**config.mk**
```make
export PLATFORM = sky130hd
export DESIGN_NAME = sdram_pixel_write_buffer
export DESIGN_NICKNAME = d
export VERILOG_FILES = /design/src/rtl/sdram_pixel_write_buffer.sv
export SDC_FILE = /design/constraint.sdc
export NUM_CORES = 1
export LEC_CHECK = 0
export CELL_PAD_IN_SITES_DETAIL_PLACEMENT = 0
export CELL_PAD_IN_SITES_GLOBAL_PLACEMENT = 1
export CORE_UTILIZATION = 31
export DETAILED_ROUTE_END_ITERATION = 12
export GPL_TIMING_DRIVEN = 0
export PLACE_DENSITY_LB_ADDON = 0.1
export SYNTH_ARGS = -nofsm -noshare
export SYNTH_HDL_FRONTEND = slang
export SYNTH_SLANG_ARGS = --single-unit
```
**constraint.sdc**
```tcl
create_clock -name clk -period 5.4 [get_ports clk]
set_input_delay 1.08 -clock clk [delete_from_list [all_inputs] [get_ports clk]]
set_output_delay 1.08 -clock clk [all_outputs]
set_load 0.03 [all_outputs]
```
**src/rtl/sdram_pixel_write_buffer.sv**
```systemverilog
// Show-ahead FIFO that queues pixel writes (SDRAM address + data) and drains them
// to the SDRAM controller write port with a valid/waitrequest handshake.
module sdram_pixel_write_buffer #(
   parameter int HADDR_WIDTH = 20,
   parameter int DATA_WIDTH  = 16,
   parameter int DEPTH_LOG2  = 3
) (
   input  logic                   clk,
   input  logic                   rst,
   input  logic [HADDR_WIDTH-1:0] in_addr,
   input  logic [DATA_WIDTH-1:0]  in_data,
   input  logic                   in_valid,
   output logic                   in_ready,
   output logic [HADDR_WIDTH-1:0] sdram_addr,
   output logic [DATA_WIDTH-1:0]  sdram_wrdata,
   output logic                   sdram_write,
   input  logic                   sdram_waitrequest,
   output logic [DEPTH_LOG2:0]    level,
   output logic                   idle,
   output logic [15:0]            write_count
);

   localparam int DEPTH = 1 << DEPTH_LOG2;
   localparam int ENTRY_WIDTH = HADDR_WIDTH + DATA_WIDTH;
   localparam logic [DEPTH_LOG2:0]   FULL_LEVEL = (DEPTH_LOG2+1)'(DEPTH);
   localparam logic [DEPTH_LOG2:0]   LEVEL_ONE  = (DEPTH_LOG2+1)'(1);
   localparam logic [DEPTH_LOG2-1:0] PTR_ONE    = DEPTH_LOG2'(1);

   logic [ENTRY_WIDTH-1:0] mem [DEPTH];

   logic [DEPTH_LOG2-1:0] wrPtr_q, wrPtr_d;
   logic [DEPTH_LOG2-1:0] rdPtr_q, rdPtr_d;
   logic [DEPTH_LOG2:0]   level_q, level_d;
   logic [15:0]           writeCount_q, writeCount_d;

   logic                   push;
   logic                   pop;
   logic [ENTRY_WIDTH-1:0] headEntry;

   // in_ready looks only at the registered level, so a full buffer never accepts
   // a new entry even if the controller is draining one in the same cycle.
   always_comb begin
      in_ready     = !rst && (level_q < FULL_LEVEL);
      sdram_write  = (level_q != '0);
      push         = in_valid && in_ready;
      pop          = sdram_write && !sdram_waitrequest;
      headEntry    = mem[rdPtr_q];
      sdram_addr   = '0;
      sdram_wrdata = '0;
      if (sdram_write) begin
         sdram_addr   = headEntry[ENTRY_WIDTH-1:DATA_WIDTH];
         sdram_wrdata = headEntry[DATA_WIDTH-1:0];
      end
      level       = level_q;
      idle        = (level_q == '0);
      write_count = writeCount_q;
   end

   always_comb begin
      wrPtr_d      = wrPtr_q;
      rdPtr_d      = rdPtr_q;
      level_d      = level_q;
      writeCount_d = writeCount_q;
      if (push) begin
         wrPtr_d = wrPtr_q + PTR_ONE;
      end
      if (pop) begin
         rdPtr_d      = rdPtr_q + PTR_ONE;
         writeCount_d = writeCount_q + 16'd1;
      end
      case ({push, pop})
         2'b10:   level_d = level_q + LEVEL_ONE;
         2'b01:   level_d = level_q - LEVEL_ONE;
         default: level_d = level_q;
      endcase
   end

   always_ff @(posedge clk) begin
      if (rst) begin
         wrPtr_q      <= '0;
         rdPtr_q      <= '0;
         level_q      <= '0;
         writeCount_q <= '0;
      end else begin
         wrPtr_q      <= wrPtr_d;
         rdPtr_q      <= rdPtr_d;
         level_q      <= level_d;
         writeCount_q <= writeCount_d;
      end
   end

   // Storage carries no reset; stale contents are never visible because level gates the output.
   always_ff @(posedge clk) begin
      if (push) begin
         mem[wrPtr_q] <= {in_addr, in_data};
      end
   end

endmodule

```
==> impl_metrics.py, run 1 <==
metrics = {
    "floorplanning": {
        "fp.coreArea_sq_um": 38800,
        "placement_rows": 72,
        "die_y_um": 201,
        "die-area_sq_um": 40400,
        "floorplan.die.width_um": 201,
        "starting_density_of_the_core_pct": 31.6,
        "pin_count": 99,
    },
    "global_routing": {
        "number_of_antenna_violations_at_the_first_check_in_global_routing": 1,
        "grt_pass1_wl_mm": 42.9,
        "grt_use_total_pct": 14.4,
        "largest_net_degree_at_the_start_of_global_routing": 20,
        "grt_overflow": 0,
        "grt_pass1_vias": 6714,
    },
    "synthesis": {
        "yosys_warnings": 0,
        "synth.net_count": 660,
        "synth_sequential_area_ratio_pct": 75.2,
        "syn-cell-area_sq_um": 12300,
        "avgSynthCellArea_sq_um": 20.0,
        "synthesis.instances": 614,
        "ys_types": 35,
        "synth-seq-cells": 317,
    },
    "placed_design": {
        "dp_slack_ns": 1.22,
        "place.detailed.instances": 1250,
        "gp_routability_congestion": 0.698,
        "postPlaceCellArea_sq_um": 14300,
        "dp.final_hpwl_mm": 18.6,
        "buffer_ports.inserted": 98,
    },
    "power_and_ir_drop": {
        "clockPowerShare_pct": 33.3,
        "netSwitchingFraction_pct": 29.7,
        "power.internal_mw": 5.05,
        "vdd_drop_max_mv": 0.273,
        "power_per_cell_area_nw_per_um2": 463,
        "power_frac_seq_pct": 38.8,
        "comb_power_share_pct": 27.8,
        "p_switching_mw": 2.13,
        "static-leakage-power_nw": 4.77,
    },
    "timing": {
        "timing.slew.headroom_pct": 34.2,
        "worstMarginPinSlew_ns": 0.982,
        "min_period_ns": 4.45,
        "setup_violations": 0,
        "finalCritPeriodShare_pct": 82.4,
        "unrepaired_setup_endpoints_after_global_routing": "false",
        "hold_viol": 0,
        "finalMaxSlewViolations": 0,
        "clock.fmax_mhz": 225,
        "clock_skew_ns": 0.0166,
        "hold-worst-slack_ns": 0.500,
        "setup_ws_ns": 0.952,
    },
    "worst_hold_path": {
        "hold_class": "reg -> reg",
    },
    "setup_path": {
        "timing.critical_path.slowest_stage_cell": "sky130_fd_sc_hd__clkdlybuf4s50_1",
        "cell_family_contributing_the_most_delay_on_the_critical_path": "buffers and inverters",
        "critical_path.startpoint_type": "flop",
        "worstSetupPathType": "reg -> out",
        "required_ns": 4.32,
        "capturing_element_type_of_the_critical_path": "output port",
        "crit_path_max_incr_delay_ns": 0.74,
        "timing.critical_path.fanout_max": 10,
        "crit_arrival_ns": 3.37,
        "worstPathCellList": "clkbuf_1 -> buf_1 -> mux4_2 -> mux2i_1 -> nor2_1 -> clkdlybuf4s50_1",
        "critPathBufInv": 3,
    },
    "clock_network": {
        "tritoncts.num_buffers": 36,
        "cts_max_path_buffers": 3,
        "clk_latency_ns": 0.51,
        "tritoncts_clock_tree": "built",
        "cts_sink_count": 317,
        "clock_tree.root_cell": "sky130_fd_sc_hd__clkbuf_16",
        "cts_resized": 0,
        "clock_transition_time_at_the_flip_flop_clock_pins_of_the_worst_setup_and_hold_paths_ns": 0.06,
        "ctsHoldBuffers": 0,
        "cts_htree_levels": 2,
        "post-cts-setup-buffer-count": 0,
    },
    "detailed_routing": {
        "remaining_drc_errors": 0,
        "wire_per_inst_um": 21.7,
        "route.final.wire_length_mm": 28.5,
        "vias": 6169,
        "drt_iter0_markers": 357,
        "dr.pass1.iters": 6,
        "drt_antenna_net_count": 0,
        "vias_per_cell": 4.69,
    },
    "finish": {
        "nets": 816,
        "layoutNonFillerInstCount": 1314,
        "layout_cells_sized_above_1_pct": 21.3,
        "areaGrowthSynthToFinish_pct": 26.3,
        "finalInstanceArea_sq_um": 15500,
    },
    "job": {
        "drv_cap": 0,
    },
    "outcome": {
        "run_status": "finished clean",
    },
}
## synthesized netlist by cell type (all sizes together)
cell | count | area, sq um
nand4 | 6 | 37.5
nand2 | 10 | 37.5
clkbuf | 7 | 26.3
mux4 | 72 | 1620
mux2i | 37 | 370
edfxtp | 288 | 8650
o22ai | 1 | 6.26
nor4bb | 1 | 10.0
and4 | 1 | 8.76
o21ai | 6 | 30.0
a32oi | 1 | 8.76
buf | 21 | 108
ha | 6 | 75.1
nor2b | 4 | 25.0
nand3 | 3 | 15.0
nor4 | 3 | 18.8
dfxtp | 29 | 581
or4 | 1 | 11.3
nor4b | 2 | 17.5
nand2b | 6 | 37.5
nor2 | 67 | 251
a31o | 1 | 8.76
mux2 | 4 | 45.0
nor3b | 4 | 30.0
xnor2 | 12 | 105
nor3 | 4 | 20.0
or3 | 3 | 18.8
xor2 | 4 | 35.0
inv | 2 | 7.50
nand4b | 1 | 15.0
a21oi | 7 | 35.0
## layout by cell type (no fill, tap or decap), drive strengths merged, types with 6 or more instances in the layout
cell type	n
a21oi	7
buf	41
clkbuf	52
clkdlybuf4s50	98
clkinv	9
dfxtp	29
edfxtp	288
ha	6
inv	6
mux2i	37
mux4	72
nand2	10
nand2b	6
nand4	6
nor2	67
o21ai	6
xnor2	12
## cell families (layout without fill, tap and decap cells)
kind of cell               count (synthesis)  count (layout)  synth area share, %
DFF                                      317             317                 75.2
and+or+nand+nor                          116             116                 4.52
muxes                                    113             113                 16.6
buffers and inverters                     30             211                 1.15
AOI/OAI and AO/OA                         16              16                0.724
xor gates and xnor gates                  16              16                 1.14
adders and majority gates                  6               6                0.612
other                                      0               1                    0
## stage by stage
stage | TNS [ns] | power (mW) | utilization, %
4_1_cts | 0 | 7.30 | 39.9
5_1_grt | 0 | 7.49 | 39.9
2_1_floorplan | 0 | 4.08 | -
6_report | 0 | 7.18 | 39.9
3_5_place_dp | 0 | 4.90 | 36.9
3_3_place_gp | -437.77 | 4.87 | 35.8
## final timing paths
check | startpoint | to | slack (ns) | cells past startpoint
max | flop | sdram_addr[6] | 0.95 | 6
min | wrPtr_q[0] | wrPtr_q[0] | 0.50 | 2
max reg2reg | level[3] | mem[1][19] | 2.48 | 5
min reg2reg | wrPtr_q[0] | wrPtr_q[0] | 0.50 | 2
## metal layers
metal,vias to the layer above,track usage [%],part of all wire [%]
met5,-,0,0
met4,0,3.41,1.6
met3,38,2.66,3.9
met2,108,24.7,50
met1,3224,18.8,44
li1,2799,-,-
## worst register-to-register path: cells and delay by family (launching register included)
family        cells  cell delay, ns
simple gates      3            1.85
buf+inv           2            0.45
flops             1            0.34
## area by class of cell
class / instances / area [sq um]
clock buffer: 45 / 956
tap: 518 / 648
sequential: 317 / 9230
multi-input combinational: 267 / 2950
timing repair buffer: 118 / 1370
fill: 3495 / 23300
antenna: 1 / 2.50
inverter: 2 / 7.51
buffer: 28 / 134
clock inverter: 18 / 195
## power groups by stage
stage	logic, mW	clock network, mW	registers [mW]
2_1_floorplan	1.22	0	2.86
3_3_place_gp	2.03	0	2.84
3_5_place_dp	2.06	0	2.84
4_1_cts	2.06	2.45	2.79
5_1_grt	2.15	2.54	2.80
6_report	2.00	2.39	2.79
## registers in the layout (all words and copies together) (netlist names), named ones only
| signal | count |
|---|---|
| wrPtr_q | 3 |
| mem | 288 |
| write_count | 16 |
| rdPtr_q | 3 |
| level | 4 |
Power figures use the tool's default switching activity.
==> run 2, diff against run 1 <==
Clock period 5.4 ns to 4 ns, I/O delays scaled along.
==> impl_metrics.py, run 2 (synthesized netlist as in run 1, its figures left out) <==
metrics = {
    "outcome": {
        "run_status": "finished clean",
    },
    "placed_design": {
        "postPlaceCellArea_sq_um": 14200,
        "gp_routability_congestion": 0.686,
        "dp.final_hpwl_mm": 18.0,
        "buffer_ports.inserted": 98,
        "dp_slack_ns": 0.0918,
    },
    "detailed_routing": {
        "remaining_drc_errors": 0,
        "vias_per_cell": 4.70,
        "dr.pass1.iters": 4,
        "wire_per_inst_um": 21.6,
        "drt_iter0_markers": 405,
        "drt_antenna_net_count": 0,
        "vias": 6154,
        "route.final.wire_length_mm": 28.3,
    },
    "floorplanning": {
        "starting_density_of_the_core_pct": 31.6,
        "die_y_um": 201,
        "placement_rows": 72,
        "fp.coreArea_sq_um": 38800,
        "pin_count": 99,
        "die-area_sq_um": 40400,
        "floorplan.die.width_um": 201,
    },
    "setup_path": {
        "worstSetupPathType": "reg -> out",
        "critical_path.startpoint_type": "flop",
        "required_ns": 3.20,
        "timing.critical_path.fanout_max": 10,
        "crit_arrival_ns": 3.02,
        "capturing_element_type_of_the_critical_path": "output port",
    },
    "clock_network": {
        "cts_htree_levels": 2,
        "cts_max_path_buffers": 3,
        "tritoncts_clock_tree": "built",
        "clock_tree.root_cell": "sky130_fd_sc_hd__clkbuf_16",
        "tritoncts.num_buffers": 37,
        "ctsHoldBuffers": 0,
        "clock_transition_time_at_the_flip_flop_clock_pins_of_the_worst_setup_and_hold_paths_ns": 0.06,
        "cts_sink_count": 317,
        "post-cts-setup-buffer-count": 0,
        "clk_latency_ns": 0.52,
        "cts_resized": 7,
    },
    "timing": {
        "clock_skew_ns": 0.0174,
        "hold-worst-slack_ns": 0.496,
        "finalCritPeriodShare_pct": 95.4,
        "min_period_ns": 3.82,
        "timing.slew.headroom_pct": 31.3,
        "setup_ws_ns": 0.185,
        "setup_violations": 0,
        "unrepaired_setup_endpoints_after_global_routing": "false",
        "clock.fmax_mhz": 262,
        "worstMarginPinSlew_ns": 1.03,
        "hold_viol": 0,
        "fin_tns_setup_ns": 0,
        "finalMaxSlewViolations": 0,
    },
    "finish": {
        "top_register": "mem",
        "layout_cells_sized_above_1_pct": 21.7,
        "nets": 809,
        "mostFrequentLayoutCell": "sky130_fd_sc_hd__edfxtp_1",
        "areaGrowthSynthToFinish_pct": 25.3,
        "finalInstanceArea_sq_um": 15400,
        "fill_cells": 3519,
        "layout.cells.most_common_list": "sky130_fd_sc_hd__edfxtp_1 (288), sky130_fd_sc_hd__clkdlybuf4s50_1 (98), sky130_fd_sc_hd__mux4_2 (72), sky130_fd_sc_hd__nor2_1 (61)",
        "largest_register_ffs": 288,
    },
    "power_and_ir_drop": {
        "power_per_cell_area_nw_per_um2": 620,
        "vdd_drop_max_mv": 0.320,
        "static-leakage-power_nw": 4.73,
        "design_power_total_mw": 9.53,
    },
    "job": {
        "drv_cap": 0,
    },
    "global_routing": {
        "grt_overflow": 0,
        "grt_pass1_vias": 6543,
        "grt_pass1_wl_mm": 42.4,
        "largest_net_degree_at_the_start_of_global_routing": 23,
        "number_of_antenna_violations_at_the_first_check_in_global_routing": 0,
        "grt_use_total_pct": 14.1,
    },
    "worst_hold_path": {
        "hold_class": "reg -> reg",
    },
}
run 2: final timing paths:
kind / from / to / slack [ns] / cells after the start
worst max register to register: level[3] / mem[2][1] / 1.17 / 4
worst min-delay path: wrPtr_q[0] / wrPtr_q[0] / 0.50 / 2
worst max-delay path: flop / sdram_wrdata[2] / 0.18 / 6
worst min register to register: wrPtr_q[0] / wrPtr_q[0] / 0.50 / 2
run 2: metrics by stage:
stage,std cells,util (%)
floorplan,614,-
global placement,1230,35.8
detailed placement,1242,36.7
CTS,1309,39.6
global route,1309,39.6
finish,1310,39.6
run 2: layout make-up:
cell class	count	area [sq um]	share of cell area, %
Sequential cell	317	9230	60.1
Multi-Input combinational cell	267	2960	19.3
Timing Repair Buffer	110	1270	8.24
Clock buffer	43	948	6.17
Tap cell	518	648	4.22
Clock inverter	24	159	1.03
Buffer	28	143	0.928
Inverter	2	7.51	0.0489
Antenna cell	1	2.50	0.0163
run 2: worst max-delay path, stage by stage (launching register included):
cell and delay [ns]:
sky130_fd_sc_hd__dfxtp_1 0.30, sky130_fd_sc_hd__clkbuf_1 0.43, sky130_fd_sc_hd__clkbuf_2 0.45, sky130_fd_sc_hd__mux4_2 0.27, sky130_fd_sc_hd__mux2i_1 0.06, sky130_fd_sc_hd__nor2_1 0.26, sky130_fd_sc_hd__clkdlybuf4s50_1 0.73
run 2: power by group:
part           switching [mW]  internal, mW  leakage, nW
Combinational            1.55          1.16         1.35
Sequential             0.0540          3.71         2.84
Clock                    1.29          1.77        0.550
Total                    2.90          6.64         4.73
run 2: per-layer routing:
metal / vias to the layer above / routed length [um] / GRT usage (%)
met4: 0 / 492 / 3.41
met2: 107 / 14000 / 23.9
met3: 38 / 1180 / 2.55
li1: 2790 / - / -
met5: - / 0 / 0
met1: 3219 / 12600 / 18.9
